**src/rtl/wave_gen_pkg.sv**
```systemverilog
// Shared definitions for the phase-accumulator waveform generator.
package wave_gen_pkg;

    typedef enum logic [1:0] {
        MODE_ZERO     = 2'b00,
        MODE_SQUARE   = 2'b01,
        MODE_TRIANGLE = 2'b10,
        MODE_SAWTOOTH = 2'b11
    } mode_t;

endpackage

```
**src/rtl/wave_shape.sv**
```systemverilog
// Combinational index-to-sample shaper: zero, square, triangle or sawtooth.
module wave_shape
    import wave_gen_pkg::*;
#(
    parameter int unsigned W = 8
) (
    input  mode_t          mode,
    input  logic [W-1:0]   index,
    input  logic [W-1:0]   duty,
    output logic [W-1:0]   sample
);

    logic [W-1:0] ramp;

    // Doubled index drives both slopes; the falling half is its bitwise complement.
    assign ramp = {index[W-2:0], 1'b0};

    // Select the waveform for the current index.
    always_comb begin
        sample = '0;
        unique case (mode)
            MODE_ZERO:     sample = '0;
            MODE_SQUARE:   sample = (index < duty) ? '1 : '0;
            MODE_TRIANGLE: sample = index[W-1] ? ~ramp : ramp;
            MODE_SAWTOOTH: sample = index;
            default:       sample = '0;
        endcase
    end

endmodule

```
**src/rtl/wave_gen.sv**
```systemverilog
// Phase-accumulator waveform generator with double-buffered configuration
// that is applied only at a period boundary (or while idle).
module wave_gen
    import wave_gen_pkg::*;
#(
    parameter int unsigned W       = 8,
    parameter int unsigned PHASE_W = 16
) (
    input  logic               clk,
    input  logic               reset_n,
    input  logic               enable,
    input  logic               load,
    input  logic [1:0]         mode_in,
    input  logic [PHASE_W-1:0] freq_in,
    input  logic [W-1:0]       duty_in,
    output logic [W-1:0]       value,
    output logic               wrap,
    output logic               pending
);

    localparam logic [W-1:0] DUTY_RST = {1'b1, {(W-1){1'b0}}};

    logic [PHASE_W-1:0] phase_q;
    logic [W-1:0]       value_q;
    logic               wrap_q;
    logic               pending_q;

    mode_t              mode_act_q, mode_sh_q;
    logic [PHASE_W-1:0] freq_act_q, freq_sh_q;
    logic [W-1:0]       duty_act_q, duty_sh_q;

    logic [PHASE_W:0]   sum;
    logic               carry;
    logic               apply_evt;
    logic [W-1:0]       sample;

    assign sum   = {1'b0, phase_q} + {1'b0, freq_act_q};
    assign carry = sum[PHASE_W];

    // A stalled or zero-rate accumulator never wraps, so apply immediately there.
    assign apply_evt = (pending_q | load) &
                       ((enable & carry) | ~enable | (freq_act_q == '0));

    wave_shape #(
        .W (W)
    ) u_shape (
        .mode   (mode_act_q),
        .index  (phase_q[PHASE_W-1 -: W]),
        .duty   (duty_act_q),
        .sample (sample)
    );

    // Accumulator and registered outputs advance only while enabled.
    always_ff @(posedge clk or negedge reset_n) begin
        if (!reset_n) begin
            phase_q <= '0;
            value_q <= '0;
            wrap_q  <= 1'b0;
        end else if (enable) begin
            phase_q <= sum[PHASE_W-1:0];
            wrap_q  <= carry;
            value_q <= sample;
        end else begin
            wrap_q  <= 1'b0;
        end
    end

    // Shadow capture on load; active update on an apply event, bypassing the
    // shadow when a load lands in the same cycle.
    always_ff @(posedge clk or negedge reset_n) begin
        if (!reset_n) begin
            mode_sh_q  <= MODE_ZERO;
            freq_sh_q  <= '0;
            duty_sh_q  <= DUTY_RST;
            mode_act_q <= MODE_ZERO;
            freq_act_q <= '0;
            duty_act_q <= DUTY_RST;
            pending_q  <= 1'b0;
        end else begin
            if (load) begin
                mode_sh_q <= mode_t'(mode_in);
                freq_sh_q <= freq_in;
                duty_sh_q <= duty_in;
            end
            if (apply_evt) begin
                mode_act_q <= load ? mode_t'(mode_in) : mode_sh_q;
                freq_act_q <= load ? freq_in : freq_sh_q;
                duty_act_q <= load ? duty_in : duty_sh_q;
                pending_q  <= 1'b0;
            end else if (load) begin
                pending_q  <= 1'b1;
            end
        end
    end

    assign value   = value_q;
    assign wrap    = wrap_q;
    assign pending = pending_q;

endmodule

```
**config.mk**
```make
export PLATFORM = sky130hd
export DESIGN_NAME = wave_gen
export DESIGN_NICKNAME = d
export VERILOG_FILES = /design/src/rtl/wave_gen_pkg.sv /design/src/rtl/wave_shape.sv /design/src/rtl/wave_gen.sv
export SDC_FILE = /design/constraint.sdc
export NUM_CORES = 1
export LEC_CHECK = 0
export BUFFER_PORTS_ARGS = -buffer_cell sky130_fd_sc_hd__buf_2
export CELL_PAD_IN_SITES_DETAIL_PLACEMENT = 2
export CELL_PAD_IN_SITES_GLOBAL_PLACEMENT = 2
export CORE_MARGIN = 10
export CORE_UTILIZATION = 40
export DETAILED_ROUTE_END_ITERATION = 12
export PLACE_DENSITY_LB_ADDON = 0.1
export SLEW_MARGIN = 25
export SYNTH_ARGS = -nofsm -noshare
export SYNTH_HDL_FRONTEND = slang
export SYNTH_SLANG_ARGS = --single-unit
export TNS_END_PERCENT = 30
```
**constraint.sdc**
```tcl
create_clock -name clk -period 3 [get_ports clk]
set_input_delay 0.15 -clock clk [delete_from_list [all_inputs] [get_ports clk]]
set_output_delay 0.15 -clock clk [all_outputs]
set_load 0.01 [all_outputs]
```
# [Word-level counts from Yosys, hierarchy flattened]
# Cells that the tools add are included.
[word_totals] ff_bits=78 input_bits=30
[op_classes] n_addsub=1 order_cmp=1 bitwise=7 reduce_logical=3 n_eq_ne=3 muxes=9
[op_table] cell="case mux 8 bit (4 select lines)" count=1
[op_table] cell="two-way mux 8 bit" count=3
[op_table] cell="adder 16 x 16 -> 17 bit" count=1
[op_table] cell="logical NOT 16 bit" count=1
[op_table] cell="two-way mux 16 bit" count=1
[op_table] cell="less-than comparator 8 bit" count=1
[op_table] cell="NOT 8 bit" count=1
[op_table] cell="equality test 2 bit, second input constant" count=2
[op_table] cell="two-way mux 1 bit" count=3
[op_table] cell="OR 1 bit" count=3
[op_table] cell="bitwise AND 1 bit" count=2
[op_table] cell="equality test 2 x 1 -> 1 bit, second input constant" count=1
[op_table] cell="logical NOT 2 bit" count=1
[op_table] cell="two-way mux 2 bit" count=1
[op_table] cell="nonzero test 2 bit" count=1
[op_table] cell="NOT 1 bit" count=1

# [Longest topological paths before layout]
# Gate-level depths: netlist of run 1.
[depth] ltp_word=6 depth_mapped=8

# [Modules after synthesis]
# From an unflattened synthesis of run 1, not the netlist that was laid out.
[hier_totals] cells_unflattened=335 hier_area_um2=4189.0
[by_module_without_submodules] mod="wave_gen" area_per_inst_um2=3751.1 cells_per_inst=272 seq_area_each_um2=1954.4 n_inst=1
[by_module_without_submodules] mod="wave_shape" area_per_inst_um2=437.9 cells_per_inst=63 seq_area_each_um2=0.0 n_inst=1

# [Worst setup path after synthesis of run 1]
# No wires, ideal clock.
[synth_path] kind="reg2reg" start="register freq_act_q[0]" end="register duty_act_q[3]" setup_time_ns=0.125 path_buffers=1 period_less_slack_ns=2.400 t_arrival_ns=2.275 path_stages_with_launch=9 setup_slack_ns=0.600 cell_sequence="dfrtp_1 > ha_1 > fa_1 > a211oi_2 > o21ai_2 > o211ai_2 > a41oi_4 > buf_6 > mux2_4"
[synth_between] elab_chain_cells=5
[synth_rtl] element="from (decl)" line="wave_gen.sv:29" rtl="logic [PHASE_W-1:0] freq_act_q, freq_sh_q;"
[synth_rtl] element="from (signal assigned)" line="wave_gen.sv:87" rtl="freq_act_q <= load ? freq_in : freq_sh_q;"
[synth_rtl] element="adder 16 x 16 -> 17 bit" line="wave_gen.sv:37" rtl="assign sum = {1'b0, phase_q} + {1'b0, freq_act_q};"
[synth_rtl] element="bitwise AND 1 bit" line="wave_gen.sv:42" rtl="((enable & carry) | ~enable | (freq_act_q == '0));"
[synth_rtl] element="OR 1 bit" line="wave_gen.sv:42"
[synth_rtl] element="OR 1 bit (*)" line="wave_gen.sv:42"
[synth_rtl] element="bitwise AND 1 bit (*)" line="wave_gen.sv:41" rtl="assign apply_evt = (pending_q | load) &"
[synth_rtl] element="to (signal assigned)" line="wave_gen.sv:88" rtl="duty_act_q <= load ? duty_in : duty_sh_q;"
[synth_rtl] element="to (decl)" line="wave_gen.sv:30" rtl="logic [W-1:0] duty_act_q, duty_sh_q;"
# Mark *: on every way between the ends. The rest lies on a longest branch, timed or not.
# A chain may end at the register's enable or synchronous reset.

# [Final worst setup path of run 1]
[layout_path] start="register freq_act_q[0]" end="register duty_act_q[4]"
# Same word-level chain as after synthesis.

==> results.cfg, run 1 <==
[status]
status = complete, no violations

[hold_path]
hp-class = primary input to flip-flop
min-delay-start = freq_in[2]

[die]
die_y_um = 123
fp.dieW_um = 123
coreArea_sq_mm = 0.0103
start_util_pct = 41.0
io_pins = 40
dieArea_sq_mm = 0.0150
rows = 37

[sta]
timing.final.crit_share_pct = 86.4
slew_violations = 0
period_needed_ns = 2.59
hold_violations = 0
rsz0062_at_grt = false
maxSlewHeadroom_pct = 50.6
worst_slew_pin_slew_ns = 0.741
fin_skew_ns = 0.0152
timing.fmax_ghz = 0.386
setup_ws_ns = 0.409
setup_viol = 0
fin_tns_setup_ns = 0

[clocking]
cts_tree = yes
clkSinkCount = 78
clk_latency_ns = 0.36
cts_buffers = 9
root_buffer = clkbuf_8
cts_resized = 0
path_clk_slew_ns = 0.09
cts_buffer_depth = 2
htreeDepth = 3

[place]
gp_congestion = 0.793
placed_cell_area_sq_mm = 0.00454
portBuffers = 39
dpl.hpwl_mm = 7.96
dp_slack_ns = 0.431

[finish]
num-nets-final = 449
multiInputGateArea_sq_mm = 0.00213
drive_gt1_share_pct = 32.3
num-fill-cells = 1092
syn2layout_area_growth_pct = 12.5
antenna_cells = 0
regArea_sq_mm = 0.00195
final_area_sq_mm = 0.00474

[worst_setup_path]
r2r-start = freq_act_q[0]$_DFFE_PN0P_
timing.critical_path.slowest_stage_cell = fa_1
crit_start = freq_act_q[0]$_DFFE_PN0P_
crit_fanout = 18
crit_path_max_incr_delay_ns = 0.44
startpoint_type = flip-flop
crit_type = flip-flop to flip-flop
worstPathCellList = ha_1, fa_1, a211oi_2, o21ai_2, o211ai_2, a41oi_4, buf_4, mux2_4
end_kind = flip-flop
critPathArrivalTime_ns = 2.84
cp.required_ns = 3.24

[detailed_routing]
dr.max_layer_used = met4
postRouteAntennaNets = 0
wl_per_cell_um = 20.3
vias = 2943
wl_met1_mm = 5.40
drtPass1Iterations = 4
routed_wl_mm = 10.9
via_per_inst = 5.49
remaining_drc_errors = 0
wl_met3_um = 269
first_iter_violations = 120
dr_wl_met2_mm = 5.08

[logic_synthesis]
ys_ff_latch = 78
seq_area_frac_synth_pct = 46.4
synth_ff_type = dfrtp_1
synth.net_count = 407
synthDistinctLibCells = 58
async_flop_share_pct = 100
syn-cell-area_sq_mm = 0.00421
synth_warnings = 0
syn_avg_cell_area_sq_um = 11.9
syn_inst = 353
synth_edf_count = 0

[job]
cap_violations = 0

[global_routing]
grt_max_degree = 79
grt_pass1_wl_mm = 17.9
grt_usage_pct = 15.4
antenna_found_initial = 0
grt_pass1_vias = 3251
gr-total-overflow = 0

[pwr]
power_mw = 5.84
p_per_area_mw_per_mm2 = 1230
leakage_nw = 2.13
vdd_drop_max_uv = 372
==> Yosys cell counts, types with 3 or more instances <==
cell	n	share of area, %
dfrtp_1	76	45
mux2_2	38	10
ha_1	23	6.8
nand2_1	21	1.9
mux2_4	20	7.1
nor2_1	16	1.4
inv_1	12	1.1
xnor2_1	12	2.5
a21o_1	10	1.8
a21oi_1	10	1.2
a31oi_1	10	1.5
o211ai_1	10	1.8
o21ai_0	9	1.1
clkbuf_1	8	0.71
nor4_1	7	1.0
nand3_1	5	0.59
nand4_1	5	0.74
o21a_1	4	0.71
a211oi_1	3	0.53
and3_1	3	0.45
buf_1	3	0.27
buf_6	3	0.80
o21bai_1	3	0.53
==> logic make-up (layout without fill, tap and decap cells) <==
kind of cell / count (synthesis) / after routing / share of synthesized area (%)
flip-flops: 78 / 78 / 46.4
AO/OA/AOI/OAI: 81 / 81 / 14.5
XOR/XNOR: 13 / 13 / 2.70
AND/OR/NAND/NOR: 71 / 71 / 8.56
multiplexers: 59 / 59 / 17.5
adder cells (fa/ha/maj): 24 / 24 / 7.31
buffers and inverters: 27 / 74 / 2.97
==> placed cells by master (no fill, tap or decap), types with 2 or more instances in the layout <==
cell type    n
a21o_1      10
mux2_2      38
clkinv_2     2
nand4_1      5
o31ai_1      2
o211ai_1    10
nand2_1     21
nand3_1      5
a21oi_1     10
nor2_1      16
dfstp_2      2
o21a_1       4
and3_1       3
mux2_4      20
nor3b_1      2
nor2b_1      2
xnor2_1     12
nor3_1       2
clkbuf_8    10
inv_6        2
dfrtp_1     76
o21bai_1     3
buf_4        6
buf_2       38
and4_1       2
a211oi_1     3
clkinvlp_4   2
inv_1       12
o21ai_0      9
o21ai_1      2
nor4_1       7
a31oi_1     10
ha_1        23
==> worst max-delay path, delay by kind of cell (launching register included) <==
kind | cells | cell delay (ns)
compound gates | 4 | 0.80
fa+ha+maj | 2 | 0.67
flops | 1 | 0.41
mux | 1 | 0.33
buf+inv | 1 | 0.26
==> layout make-up <==
| class | count | share of cell area [%] |
|---|---|---|
| flip-flops and latches | 78 | 41.2 |
| clock inverters | 6 | 0.898 |
| repair buffers | 46 | 5.41 |
| clock buffers | 10 | 2.90 |
| multi-input cells | 248 | 45.0 |
| well taps | 136 | 3.59 |
| inverters | 12 | 0.951 |
==> metrics by stage <==
step	hold WS (ns)	utilization (%)	cells
after floorplan	-0.146	-	353
after global placement	0.385	44.2	519
after detailed placement	0.391	44.2	519
after CTS	0.0186	46.1	536
after global routing	0.0214	46.1	536
final	0.0326	46.1	536
==> power by group <==
group / total [mW] / switching [mW] / internal, mW / leakage, nW
sequential: 1.86 / 0.395 / 1.46 / 0.915
clock: 0.741 / 0.415 / 0.326 / 0.0891
combinational: 3.24 / 1.72 / 1.52 / 1.13
==> path summary, 6_finish.rpt <==
| kind | to | slack, ns | depth (start not counted) |
|---|---|---|---|
| hold / removal | freq_sh_q[2]$_DFF_PN0_ | 0.03 | 2 |
| max in group asynchronous | phase_q[11]$_DFFE_PN0P_ | 2.08 | 2 |
| min in group asynchronous | value[5]$_DFFE_PN0P_ | 0.36 | 2 |
| setup reg to reg | duty_act_q[4]$_DFFE_PN0P_ | 0.41 | 8 |
| setup / recovery | duty_act_q[4]$_DFFE_PN0P_ | 0.41 | 8 |
| hold reg to reg | freq_sh_q[10]$_DFF_PN0_ | 0.50 | 1 |
==> layer usage <==
layer	GRT usage [%]	up-vias
met5	0	-
met4	5.23	0
met3	3.35	10
met2	23.5	36
met1	21.3	1501
li1	-	1396
==> sequential cells by signal (all words and copies together) (netlist names) <==
register and flops:
mode_sh_q 2, freq_act_q 16, value 8, freq_sh_q 16
mode_act_q 2, duty_sh_q 8, phase_q 16, wrap 1
duty_act_q 8, pending 1
==> timing repair <==
action,in CTS,in global routing
hold buffers,1,0
hold endpoints to repair,25,0
buffers inserted,0,0
Note: power is estimated with default switching activity, not from simulation.
==> run 2, diff against run 1 <==
clock period = 2.69 ns   (was 3 ns; I/O delays follow)
==> run 2 against run 1 <==
Clock-buffer cell count rose by 1. Setup slack worse by 0.29 ns. Cell area rose by 1.6%. Combinational power increased by 14%. Critical endpoint unchanged. Critical path depth did not move.
==> results.cfg, run 2 (same netlist as run 1, synthesis figures left out) <==
[detailed_routing]
vias = 2959
first_iter_violations = 116
remaining_drc_errors = 0
via_per_inst = 5.47
wl_per_cell_um = 19.7
drtPass1Iterations = 4
postRouteAntennaNets = 0
routed_wl_mm = 10.7

[global_routing]
grtUsageMet1_pct = 20.3
gr-total-overflow = 0
grt_usage_pct = 14.9
antenna_found_initial = 0
top_usage_layer = met2
grt_pass1_wl_mm = 17.7
grt_pass1_vias = 3299
grt.met2_usage_pct = 23.8
grt_max_degree = 79
gr-usage-met3_pct = 2.98

[sta]
hold_violations = 0
rsz0062_at_grt = false
period_needed_ns = 2.57
setup_ws_ns = 0.117
setup_viol = 0
fin_tns_setup_ns = 0
slew_violations = 0
timing.final.crit_share_pct = 95.7
fin_skew_ns = 0.0107
maxSlewHeadroom_pct = 51.9
timing.fmax_ghz = 0.389
worst_slew_pin_slew_ns = 0.721

[clocking]
path_clk_slew_ns = 0.09
cts_buffers = 9
cts_buffer_depth = 2
clkSinkCount = 78
cts_tree = yes
clk_latency_ns = 0.35
root_buffer = clkbuf_8
htreeDepth = 3

[status]
status = complete, no violations

[worst_setup_path]
reg2regPathDepth = 8
crit_type = flip-flop to flip-flop
startpoint_type = flip-flop
end_kind = flip-flop
r2r_setup_slack_ns = 0.12
crit_fanout = 23
critPathArrivalTime_ns = 2.81
cp.required_ns = 2.93

[die]
start_util_pct = 41.0
io_pins = 40
dieArea_sq_mm = 0.0150
coreArea_sq_mm = 0.0103
fp.dieW_um = 123
rows = 37
die_y_um = 123

[place]
placed_cell_area_sq_mm = 0.00459
dpl.hpwl_mm = 7.79
gp_congestion = 0.807
portBuffers = 39
dp_slack_ns = 0.134
dp_cells = 523

[finish]
num-fill-cells = 1100
fin_cells = 541
drive_gt1_share_pct = 33.1
syn2layout_area_growth_pct = 14.3
final_area_sq_mm = 0.00482
mostFrequentLayoutCell = dfrtp_1
num-nets-final = 454
reg_top3 = freq_act_q: 16 flops, freq_sh_q: 16 flops, phase_q: 16 flops
antenna_cells = 0
final_cell_mix = dfrtp_1 (76), mux2_2 (38), buf_2 (38), ha_1 (23), nand2_1 (21)

[pwr]
p_per_area_mw_per_mm2 = 1380
power_mw = 6.66
leakage_nw = 2.18
vdd_drop_max_uv = 440

[hold_path]
min_delay_path_depth = 2
hp-class = primary input to flip-flop

[job]
cap_violations = 0
## run 2: layout make-up
| class | instances | area, sq um | share of cell area (%) |
|---|---|---|---|
| timing repair buffer | 51 | 307 | 6.37 |
| multi-input combinational | 248 | 2130 | 44.3 |
| clock inverter | 5 | 56.3 | 1.17 |
| tap | 136 | 170 | 3.53 |
| sequential | 78 | 1950 | 40.6 |
| clock buffer | 11 | 151 | 3.14 |
| inverter | 12 | 45.0 | 0.935 |
## run 2: where the power goes
part / switching (mW) / leakage [nW] / internal (mW)
clock network: 0.447 / 0.106 / 0.480
registers: 0.413 / 0.915 / 1.63
logic: 1.93 / 1.16 / 1.76
total: 2.79 / 2.18 / 3.87
## run 2: timing repair
action	CTS	global route
resized for setup	0	0
setup buffers	0	1
hold buffers	1	0
hold endpoints to repair	41	0
endpoints found under the setup margin	0	12
## run 2: critical path, stage by stage (launching register included)
cell	delay, ns
dfrtp_1	0.43
ha_1	0.24
fa_1	0.45
a211oi_2	0.24
o21ai_2	0.15
o211ai_2	0.25
a41oi_4	0.17
buf_12	0.21
mux2_4	0.31
## run 2: layer usage
metal	vias to the layer above	wire, um
met4	0	95
met1	1518	5290
met2	38	5010
met5	-	0
met3	6	262
li1	1397	-
## run 2: final timing paths
path | start | to
max | freq_act_q[0]$_DFFE_PN0P_ | duty_act_q[4]$_DFFE_PN0P_
min in group asynchronous | reset_n | value[5]$_DFFE_PN0P_
min | duty_in[0] | duty_sh_q[0]$_DFF_PN0_
max reg2reg | freq_act_q[0]$_DFFE_PN0P_ | duty_act_q[4]$_DFFE_PN0P_
max in group asynchronous | reset_n | wrap$_DFF_PN0_
min reg2reg | freq_sh_q[10]$_DFF_PN0_ | freq_sh_q[10]$_DFF_PN0_
## run 2: stage by stage
step                hold slack, ns  utilization [%]
detailed placement           0.370             44.6
global placement             0.353             44.6
CTS                         0.0150             46.7
floorplan                   -0.161                -
global route                0.0179             46.9
finish                      0.0283             46.9
==> run 3, diff against run 2 <==
ABC_AREA = 1   (was not set)
CORE_UTILIZATION = 34   (was 40)
==> run 3 against run 2 <==
Combinational power decreased by 17%. Via count is 35% higher. Sequential power fell by 4%. Non-clock buffer count shrank 4. Area after synthesis is 4.0% higher. Global-route usage grew 1.3 points. Largest cell class unchanged. Largest power group unchanged. Highest routed layer unchanged.
==> results.cfg, run 3 <==
[status]
status = complete, no violations

[logic_synthesis]
synth.area.top_cells = dfrtp_1 (43%), nand2_1 (25%), ha_1 (6.6%), inv_1 (6.2%), nand3_1 (5.9%)
syn_avg_cell_area_sq_um = 7.19
seq_area_frac_synth_pct = 44.6
synthMostInstantiatedCell = nand2_1
synth-compound-area-share_pct = 4.20
syn_inst = 609
synth-adder-area-share_pct = 7.03
synth_top_family_by_area = simple AND/OR/NAND/NOR gates
synth_top_area_share_pct = 43.4
synth_edf_count = 0
synth_largest_area_cell = dfrtp_1
post_synth_and_or_nand_nor_area_fraction_pct = 34.9
synth_common_cells = nand2_1 (291), dfrtp_1 (76), inv_1 (72), nand3_1 (52)
ys_ff_latch = 78
synth_xor_area_share_pct = 1.00
synth_ff_type = dfrtp_1
synth_warnings = 0
synth.net_count = 663
synthDistinctLibCells = 27
syn-cell-area_sq_mm = 0.00438
async_flop_share_pct = 100
synthMuxAreaShare_pct = 0

[sta]
worst_slew_pin_slew_ns = 0.544
rsz0062_at_grt = false
hold_slack_ns = 0.0216
timing.final.crit_share_pct = 81.8
setup_viol = 0
hold_violations = 0
fin_tns_setup_ns = 0
maxSlewHeadroom_pct = 63.6
timing.fmax_ghz = 0.454
fin_skew_ns = 0.00540
slew_violations = 0
period_needed_ns = 2.20

[clocking]
root_buffer = clkbuf_16
cts_buffers = 9
htreeDepth = 3
clkSinkCount = 78
path_clk_slew_ns = 0.06
cts_resized = 0
clk_latency_ns = 0.35
cts_tree = yes
cts_setup_buffers = 0
cts_hold_buffers = 1
cts_buffer_depth = 2

[finish]
final_cell_mix = nand2_1 (291), dfrtp_1 (76), inv_1 (72), nand3_1 (52), buf_2 (38)
drive_gt1_share_pct = 10.8
reg_top3 = freq_act_q: 16 flops, freq_sh_q: 16 flops, phase_q: 16 flops
mostFrequentLayoutCell = nand2_1
num-nets-final = 704
syn2layout_area_growth_pct = 16.2
final_area_sq_mm = 0.00509
antenna_cells = 0

[place]
placed_cell_area_sq_mm = 0.00478
gp_congestion = 0.806
dpl.hpwl_mm = 9.93
portBuffers = 39

[die]
dieArea_sq_mm = 0.0178
die_y_um = 133
coreArea_sq_mm = 0.0126
rows = 41
io_pins = 40
start_util_pct = 34.7
fp.dieW_um = 133

[pwr]
internal-power_mw = 3.40
leakage_nw = 2.90
power_mw = 6.29
vdd_drop_max_uv = 414
clkPwrFrac_pct = 20.3
p_sw_mw = 2.89
comb_power_share_pct = 48.7
pwr-share-seq_pct = 31.0
p_per_area_mw_per_mm2 = 1240
sw_frac_of_total_pct = 45.9

[global_routing]
gr-total-overflow = 0
grt_pass1_wl_mm = 23.5
grt_pass1_vias = 4573
grt_usage_pct = 16.2
grt_max_degree = 45
antenna_found_initial = 0

[worst_setup_path]
end_kind = flip-flop
r2r-start = freq_act_q[0]$_DFFE_PN0P_
critPathArrivalTime_ns = 2.44
r2r_end = duty_act_q[0]$_DFFE_PN0P_
startpoint_type = flip-flop
cp.required_ns = 2.93
r2r_setup_slack_ns = 0.49
crit_fanout = 25
reg2regPathDepth = 11
crit_type = flip-flop to flip-flop

[detailed_routing]
via_per_inst = 4.84
routed_wl_mm = 13.5
remaining_drc_errors = 0
postRouteAntennaNets = 0
first_iter_violations = 124
vias = 4004
wl_per_cell_um = 16.3
drtPass1Iterations = 4

[hold_path]
hp-class = primary input to flip-flop
min_delay_path_depth = 3
min-delay-start = freq_in[1]
hold-path-endpoint = freq_sh_q[1]$_DFF_PN0_

[job]
cap_violations = 0
==> run 3: cell count changes in the layout (fill, tap and decap cells not counted), moves of 20 or more <==
cell,before,now
inv_1,12,72
nand2_1,21,291
nand3_1,5,52
mux2_4,20,0
mux2_2,38,0
==> run 3: cell type report <==
type | count | area (sq um)
Timing Repair Buffer | 47 | 280
Sequential cell | 78 | 1950
Clock inverter | 4 | 55.1
Multi-Input combinational cell | 441 | 2060
Tap cell | 172 | 215
Clock buffer | 12 | 246
Fill cell | 1543 | 7530
Inverter | 73 | 274
==> run 3: per-stage QoR <==
step	cells	worst slack [ns]	utilization [%]
2_1_floorplan	609	0.806	-
3_3_place_gp	809	0.639	37.6
3_5_place_dp	810	0.510	37.8
4_1_cts	827	0.488	40.3
5_1_grt	827	0.312	40.3
6_report	827	0.489	40.3
==> run 3: cell families (layout without fill, tap and decap cells) <==
logic type | Yosys count | count (layout)
buffers and inverters | 90 | 136
xor gates and xnor gates | 5 | 5
DFF | 78 | 78
adders and majority gates | 24 | 24
AOI/OAI and AO/OA | 35 | 35
and+or+nand+nor | 377 | 377
==> run 3: worst max path at each step <==
stage	depth (start not counted)	startpoint	endpoint	slack (ns)
final	11	freq_act_q[0]$_DFFE_PN0P_	duty_act_q[0]$_DFFE_PN0P_	0.49
after global routing	11	phase_q[0]$_DFFE_PN0P_	mode_act_q[0]$_DFFE_PN0P_	0.31
after CTS	11	freq_act_q[0]$_DFFE_PN0P_	mode_act_q[0]$_DFFE_PN0P_	0.49
after detailed placement	11	freq_act_q[0]$_DFFE_PN0P_	duty_act_q[0]$_DFFE_PN0P_	0.51
after global placement	11	freq_act_q[0]$_DFFE_PN0P_	freq_act_q[0]$_DFFE_PN0P_	0.64
after floorplan	11	phase_q[0]$_DFFE_PN0P_	duty_act_q[4]$_DFFE_PN0P_	0.81
==> run 3: power groups by stage <==
stage | sequential, mW | clock, mW | combinational (mW)
after CTS | 1.95 | 1.31 | 3.13
after global placement | 1.94 | 0 | 2.88
after global routing | 2.00 | 1.36 | 3.62
final | 1.95 | 1.28 | 3.07
after detailed placement | 1.96 | 0 | 3.07
after floorplan | 1.85 | 0 | 2.23
==> run 3: per-layer routing <==
| metal | wire length (um) | track usage (%) |
|---|---|---|
| met4 | 175 | 5.02 |
| met2 | 6420 | 27.1 |
| met1 | 6470 | 20.4 |
| met5 | 0 | 0 |
| met3 | 434 | 3.42 |
==> run 3: critical path, stage by stage (launching register included) <==
cell,delay (ns)
dfrtp_1,0.40
ha_1,0.23
fa_1,0.40
nand2_1,0.10
nand2_1,0.10
nand3_1,0.11
nand2_2,0.09
nand2_2,0.10
nand3_4,0.11
buf_4,0.25
nand3_1,0.12
nand2_1,0.08
